## config.mk

```make
export PLATFORM = sky130hd
export DESIGN_NAME = ecc_dcd_collect
export DESIGN_NICKNAME = d
export VERILOG_FILES = /design/src/rtl/ecc_dcd_collect.sv
export SDC_FILE = /design/constraint.sdc
export NUM_CORES = 1
export LEC_CHECK = 0
export ABC_AREA = 0
export CORE_AREA = 2 2 89 91
export CTS_CLUSTER_DIAMETER = 150
export CTS_CLUSTER_SIZE = 24
export DETAILED_ROUTE_END_ITERATION = 10
export DIE_AREA = 0 0 91 93
export SETUP_SLACK_MARGIN = 0.1
export SLEW_MARGIN = 0
export SYNTH_ARGS = -nofsm -noshare
export SYNTH_HDL_FRONTEND = slang
export SYNTH_SLANG_ARGS = --single-unit
```

## constraint.sdc

```tcl
create_clock -name CLK -period 2.5 [get_ports CLK]
set_input_delay 0.375 -clock CLK [delete_from_list [all_inputs] [get_ports CLK]]
set_output_delay 0.375 -clock CLK [all_outputs]
set_load 0.03 [all_outputs]
```

## src/rtl/ecc_dcd_collect.sv

```systemverilog
// ecc_dcd_collect: collection stage behind the Golay(24,12) PROM ECC decoder.
// A valid strobe is delayed to line up with the decoder outputs. Decoded words
// are written sequentially into the constants register file, and good and
// uncorrectable words are counted. A block of NWORDS words runs from START to
// DONE, or to ABORT on the first bad word when STOP_ON_BAD is set.
//
// Handshake: there is no backpressure. RCV_VLD marks a real word at the decoder
// input. WR_EN is a one-cycle strobe that the register file must accept at once.
module ecc_dcd_collect #(
    parameter int DCD_LAT     = 6,
    parameter int NWORDS      = 64,
    parameter int AW          = 6,
    parameter bit STOP_ON_BAD = 1'b0
) (
    input  logic          CLK,
    input  logic          RST,
    input  logic          START,
    input  logic          RCV_VLD,
    input  logic [11:0]   DCD_DATA,
    input  logic          GOOD_WORD,
    input  logic          BAD_TX,
    output logic          WR_EN,
    output logic [AW-1:0] WR_ADDR,
    output logic [11:0]   WR_DATA,
    output logic          BUSY,
    output logic          DONE,
    output logic          ABORT,
    output logic [7:0]    GOOD_CNT,
    output logic [7:0]    BAD_CNT,
    output logic [2:0]    DBG_STATE
);

    localparam int            CW     = $clog2(NWORDS + 1);
    localparam logic [CW-1:0] N_LAST = CW'(NWORDS);
    localparam logic [CW-1:0] N_M1   = CW'(NWORDS - 1);

    typedef enum logic [2:0] {
        S_IDLE  = 3'd0,
        S_RUN   = 3'd1,
        S_DRAIN = 3'd2,
        S_DONE  = 3'd3,
        S_ABORT = 3'd4
    } state_t;

    state_t             state;
    state_t             state_nxt;
    logic [CW-1:0]      issue_cnt;
    logic [CW-1:0]      rcv_cnt;
    logic [AW-1:0]      addr;
    logic [DCD_LAT-1:0] dly;
    logic               start_ok;
    logic               enter;
    logic               vld_d;
    logic               proc;
    logic               good;
    logic               abort_now;

    // START only counts when no block is in progress.
    assign start_ok  = START && (state == S_IDLE || state == S_DONE || state == S_ABORT);
    // A word enters the delay line only while the block still wants words.
    assign enter     = RCV_VLD && (state == S_RUN) && (issue_cnt < N_LAST);
    // Tap of the delay line, aligned with the decoder outputs.
    assign vld_d     = dly[DCD_LAT-1];
    assign proc      = vld_d && (state == S_RUN || state == S_DRAIN);
    // A word with neither flag set is treated as bad.
    assign good      = GOOD_WORD && !BAD_TX;
    assign abort_now = STOP_ON_BAD && proc && !good;

    // State register.
    always_ff @(posedge CLK) begin
        if (RST) state <= S_IDLE;
        else     state <= state_nxt;
    end

    // Next-state logic; abort outranks both the drain and done transitions.
    always_comb begin
        state_nxt = state;
        case (state)
            S_IDLE, S_DONE, S_ABORT: if (START) state_nxt = S_RUN;
            S_RUN: begin
                if (abort_now)                         state_nxt = S_ABORT;
                else if (enter && (issue_cnt == N_M1)) state_nxt = S_DRAIN;
            end
            S_DRAIN: begin
                if (abort_now)                 state_nxt = S_ABORT;
                else if (rcv_cnt == N_LAST)    state_nxt = S_DONE;
            end
            default: state_nxt = S_IDLE;
        endcase
    end

    // Status outputs decoded from the state.
    always_comb begin
        BUSY      = (state == S_RUN) || (state == S_DRAIN);
        DONE      = (state == S_DONE);
        ABORT     = (state == S_ABORT);
        DBG_STATE = state;
    end

    // Delay line, counters, address and the registered write port.
    always_ff @(posedge CLK) begin
        if (RST) begin
            issue_cnt <= '0;
            rcv_cnt   <= '0;
            addr      <= '0;
            dly       <= '0;
            WR_EN     <= 1'b0;
            WR_ADDR   <= '0;
            WR_DATA   <= '0;
            GOOD_CNT  <= '0;
            BAD_CNT   <= '0;
        end else if (start_ok) begin
            issue_cnt <= '0;
            rcv_cnt   <= '0;
            addr      <= '0;
            dly       <= '0;
            WR_EN     <= 1'b0;
            GOOD_CNT  <= '0;
            BAD_CNT   <= '0;
        end else begin
            WR_EN <= proc && good;
            if (enter) issue_cnt <= issue_cnt + 1'b1;
            // An abort drops every word still in flight.
            if (abort_now) begin
                dly <= '0;
            end else begin
                dly[0] <= enter;
                for (int k = 1; k < DCD_LAT; k++) dly[k] <= dly[k-1];
            end
            // Bad words still consume an address so the PROM layout is preserved.
            if (proc) begin
                rcv_cnt <= rcv_cnt + 1'b1;
                addr    <= addr + 1'b1;
                if (good) begin
                    WR_ADDR <= addr;
                    WR_DATA <= DCD_DATA;
                    if (GOOD_CNT != 8'hFF) GOOD_CNT <= GOOD_CNT + 8'd1;
                end else begin
                    if (BAD_CNT != 8'hFF) BAD_CNT <= BAD_CNT + 8'd1;
                end
            end
        end
    end

endmodule
```

==> flow_metrics.env <==
export IMPL_regArea_sq_um=1260
export IMPL_tightestPinTransition_ns=0.735
export IMPL_grt_max_degree=22
export IMPL_wl_met2_microns=2540
export IMPL_port_buffers=56
export IMPL_finClkSkew_ns=0.00474
export IMPL_start_kind="register"
export IMPL_root_buffer="clkbuf_8"
export IMPL_worstPathCellList="inv_1 > ha_1 > nand4bb_4 > buf_4 > a2111o_1 > or3_1 > a21oi_1"
export IMPL_top_layer="met4"
export IMPL_yosysUniqueCellTypes=39
export IMPL_hpwlAfterDp_microns=3900
export IMPL_multi_input_area_sq_um=1290
export IMPL_p_int_mw=1.65
export IMPL_syn_inst=302
export IMPL_fin_setup_tns_ns=0
export IMPL_fmax_mhz=453
export IMPL_grtUsageTotal_pct=13.4
export IMPL_nFillCells=782
export IMPL_final_min_clock_period_ns=2.21
export IMPL_vias=2256
export IMPL_ir_worst_vdd_v=0.000488
export IMPL_drc_errors=0
export IMPL_arrival_ns=2.48
export IMPL_rsz0062_at_grt="false"
export IMPL_start_util_pct=34.9
export IMPL_synth_main_ff_cell="dfxtp_1"
export IMPL_routabilityCongestion=0.755
export IMPL_finalMaxSlewViolations=0
export IMPL_critical_path_max_stage_delay_ns=0.40
export IMPL_fin_crit_sh_pct=88.3
export IMPL_yosys_register_bits=63
export IMPL_synth_top_cells_by_count="dfxtp_1, nand2_1, a21oi_1"
export IMPL_ant_nets=0
export IMPL_relSlewSlack_pct=50.8
export IMPL_grt_pass1_vias=2070
export IMPL_fin_nets=391
export IMPL_area_growth_pct=34.3
export IMPL_cp_slowest_cell="ha_1"
export IMPL_status="finished, final reports clean"
export IMPL_leakagePower_nw=1.24
export IMPL_yosysTopAreaCell="dfxtp_1"
export IMPL_worstSetupPathType="reg -> reg"
export IMPL_worstPathMaxFanout=21
export IMPL_antenna_cells=0
export IMPL_synth_area_leaders="dfxtp_1, nand2_1, a21oi_1"
export IMPL_worstPathRequired_ns=2.77
export IMPL_ios=59
export IMPL_die_w_microns=91
export IMPL_fin_ws_ns=0.293
export IMPL_drt_wl_total_microns=5510
export IMPL_insertion_delay_ns=0.33
export IMPL_rows=32
export IMPL_yosysTopAreaCellShare_pct=48.0
export IMPL_grt_overflow=0
export IMPL_cts_made_buffers=9
export IMPL_yosysMostFrequentCell="dfxtp_1"
export IMPL_setup_violations=0
export IMPL_pwr_share_clk_pct=37.9
export IMPL_async_flop_share_pct=0
export IMPL_antenna_found_initial=0
export IMPL_dieArea_sq_um=8460
export IMPL_dr_wl_met3_microns=225
export IMPL_grt_pass1_wl_microns=9250
export IMPL_p_seq_share_pct=44.6
export IMPL_ctsHtreeMaxLevel=3
export IMPL_synth_yosys_seq_area_share_pct=48.0
export IMPL_ys_warn_count=0
export IMPL_drtIter0Drc=83
export IMPL_drv_cap=0
export IMPL_cts_setup_buffers=0
export IMPL_cts_buffer_depth=2
export IMPL_power_density_nw_per_um2=662
export IMPL_vias_per_cell=4.79
export IMPL_wl_per_cell_microns=11.7
export IMPL_p_switching_uw=685
export IMPL_avgSynthCellArea_sq_um=8.70
export IMPL_wl_met1_microns=2650
export IMPL_drt_pass1_iterations=4
export IMPL_switching_share_pct=29.3
export IMPL_p_comb_share_pct=17.4
export IMPL_drive_gt1_share_pct=7.59
export IMPL_pre_cts_slack_ns=0.292
export IMPL_die_h_microns=93
export IMPL_netlist_area_sq_um=2630
export IMPL_synth_edf_count=0
export IMPL_core_sq_um=7530
export IMPL_hold_viol=0
export IMPL_hold_class="reg -> reg"
export IMPL_cts_sinks=63
export IMPL_clk_pin_slew_ns=0.08
export IMPL_endpoint_kind="register"
export IMPL_cts_tree="built"
-- cells by family (layout without fill, tap and decap cells) --
family / count (synthesis) / after routing / share of synthesized area (%)
AO/OA/AOI/OAI: 58 / 58 / 12.7
XOR/XNOR: 17 / 17 / 5.67
adder cells (fa/ha/maj): 9 / 9 / 4.29
buffers and inverters: 24 / 90 / 3.76
flip-flops: 63 / 63 / 48.0
multiplexers: 3 / 3 / 1.14
other: 1 / 2 / 0.143
AND/OR/NAND/NOR: 127 / 127 / 24.3
-- sequential cells by signal, summed over array words and instances, names as in the netlist --
register / flops
issue_cnt: 7
GOOD_CNT: 8
rcv_cnt: 7
addr: 6
BAD_CNT: 8
WR_EN: 1
WR_DATA: 12
dly: 6
WR_ADDR: 6
DBG_STATE: 2
-- routing by layer --
layer,vias to the layer above,global-route usage [%]
li1,1149,-
met1,1059,16.5
met2,40,22.2
met3,8,3.38
met4,0,6.06
met5,-,0
-- cells in the final DEF, fill, tap and decap left out, types with 9 or more instances in the layout --
| cell | n |
|---|---|
| clkbuf_8 | 9 |
| xor2_1 | 9 |
| nor2_1 | 26 |
| inv_1 | 10 |
| nand3_1 | 10 |
| dfxtp_1 | 63 |
| o21ai_0 | 10 |
| nand2_1 | 49 |
| clkdlybuf4s50_1 | 55 |
| a21oi_1 | 36 |
| ha_1 | 9 |
-- worst paths after layout --
path / startpoint / end / slack, ns / cells after the start
worst min register to register: dly[0] / dly[1] / 0.43 / 1
worst max-delay path: DBG_STATE[0] / GOOD_CNT[5] / 0.29 / 7
worst max register to register: DBG_STATE[0] / GOOD_CNT[5] / 0.29 / 7
worst min-delay path: dly[0] / dly[1] / 0.43 / 1
-- through the flow --
stage	hold slack [ns]	std cells	total power, mW	utilization (%)	cell area (sq um)
2_1_floorplan	0.406	303	1.31	-	2630
3_3_place_gp	0.412	455	1.48	44.3	3330
3_5_place_dp	0.411	455	1.48	44.3	3330
4_1_cts	0.429	471	2.36	46.9	3530
5_1_grt	0.460	471	2.44	46.9	3530
6_report	0.427	471	2.33	46.9	3530
-- cell type report --
| class | instances | share of cell area (%) |
|---|---|---|
| clock buffer | 9 | 3.51 |
| clock inverter | 7 | 2.06 |
| inverter | 10 | 1.06 |
| multi-input combinational | 216 | 36.5 |
| sequential | 63 | 35.7 |
| tap | 102 | 3.62 |
| timing repair buffer | 64 | 17.6 |
-- repair_timing --
item | in CTS | in global routing
setup endpoints to repair | 1 | 0
resized for setup | 1 | 0
hold buffers | 0 | 0
-- critical path, delay by kind of cell, from the launching register on --
| family | cells | cell delay [ns] |
|---|---|---|
| AO/OA/AOI/OAI | 2 | 0.49 |
| AND/OR/NAND/NOR | 2 | 0.55 |
| buffers and inverters | 2 | 0.30 |
| adder cells (fa/ha/maj) | 1 | 0.40 |
| flip-flops | 1 | 0.39 |
-- power by group through the flow --
stage | clock, mW | sequential [mW] | combinational (mW)
floorplan | 0 | 1.09 | 0.225
global placement | 0 | 1.06 | 0.419
detailed placement | 0 | 1.07 | 0.417
CTS | 0.908 | 1.04 | 0.412
global route | 0.946 | 1.04 | 0.445
finish | 0.886 | 1.04 | 0.407
Power figures use the tool's default switching activity.
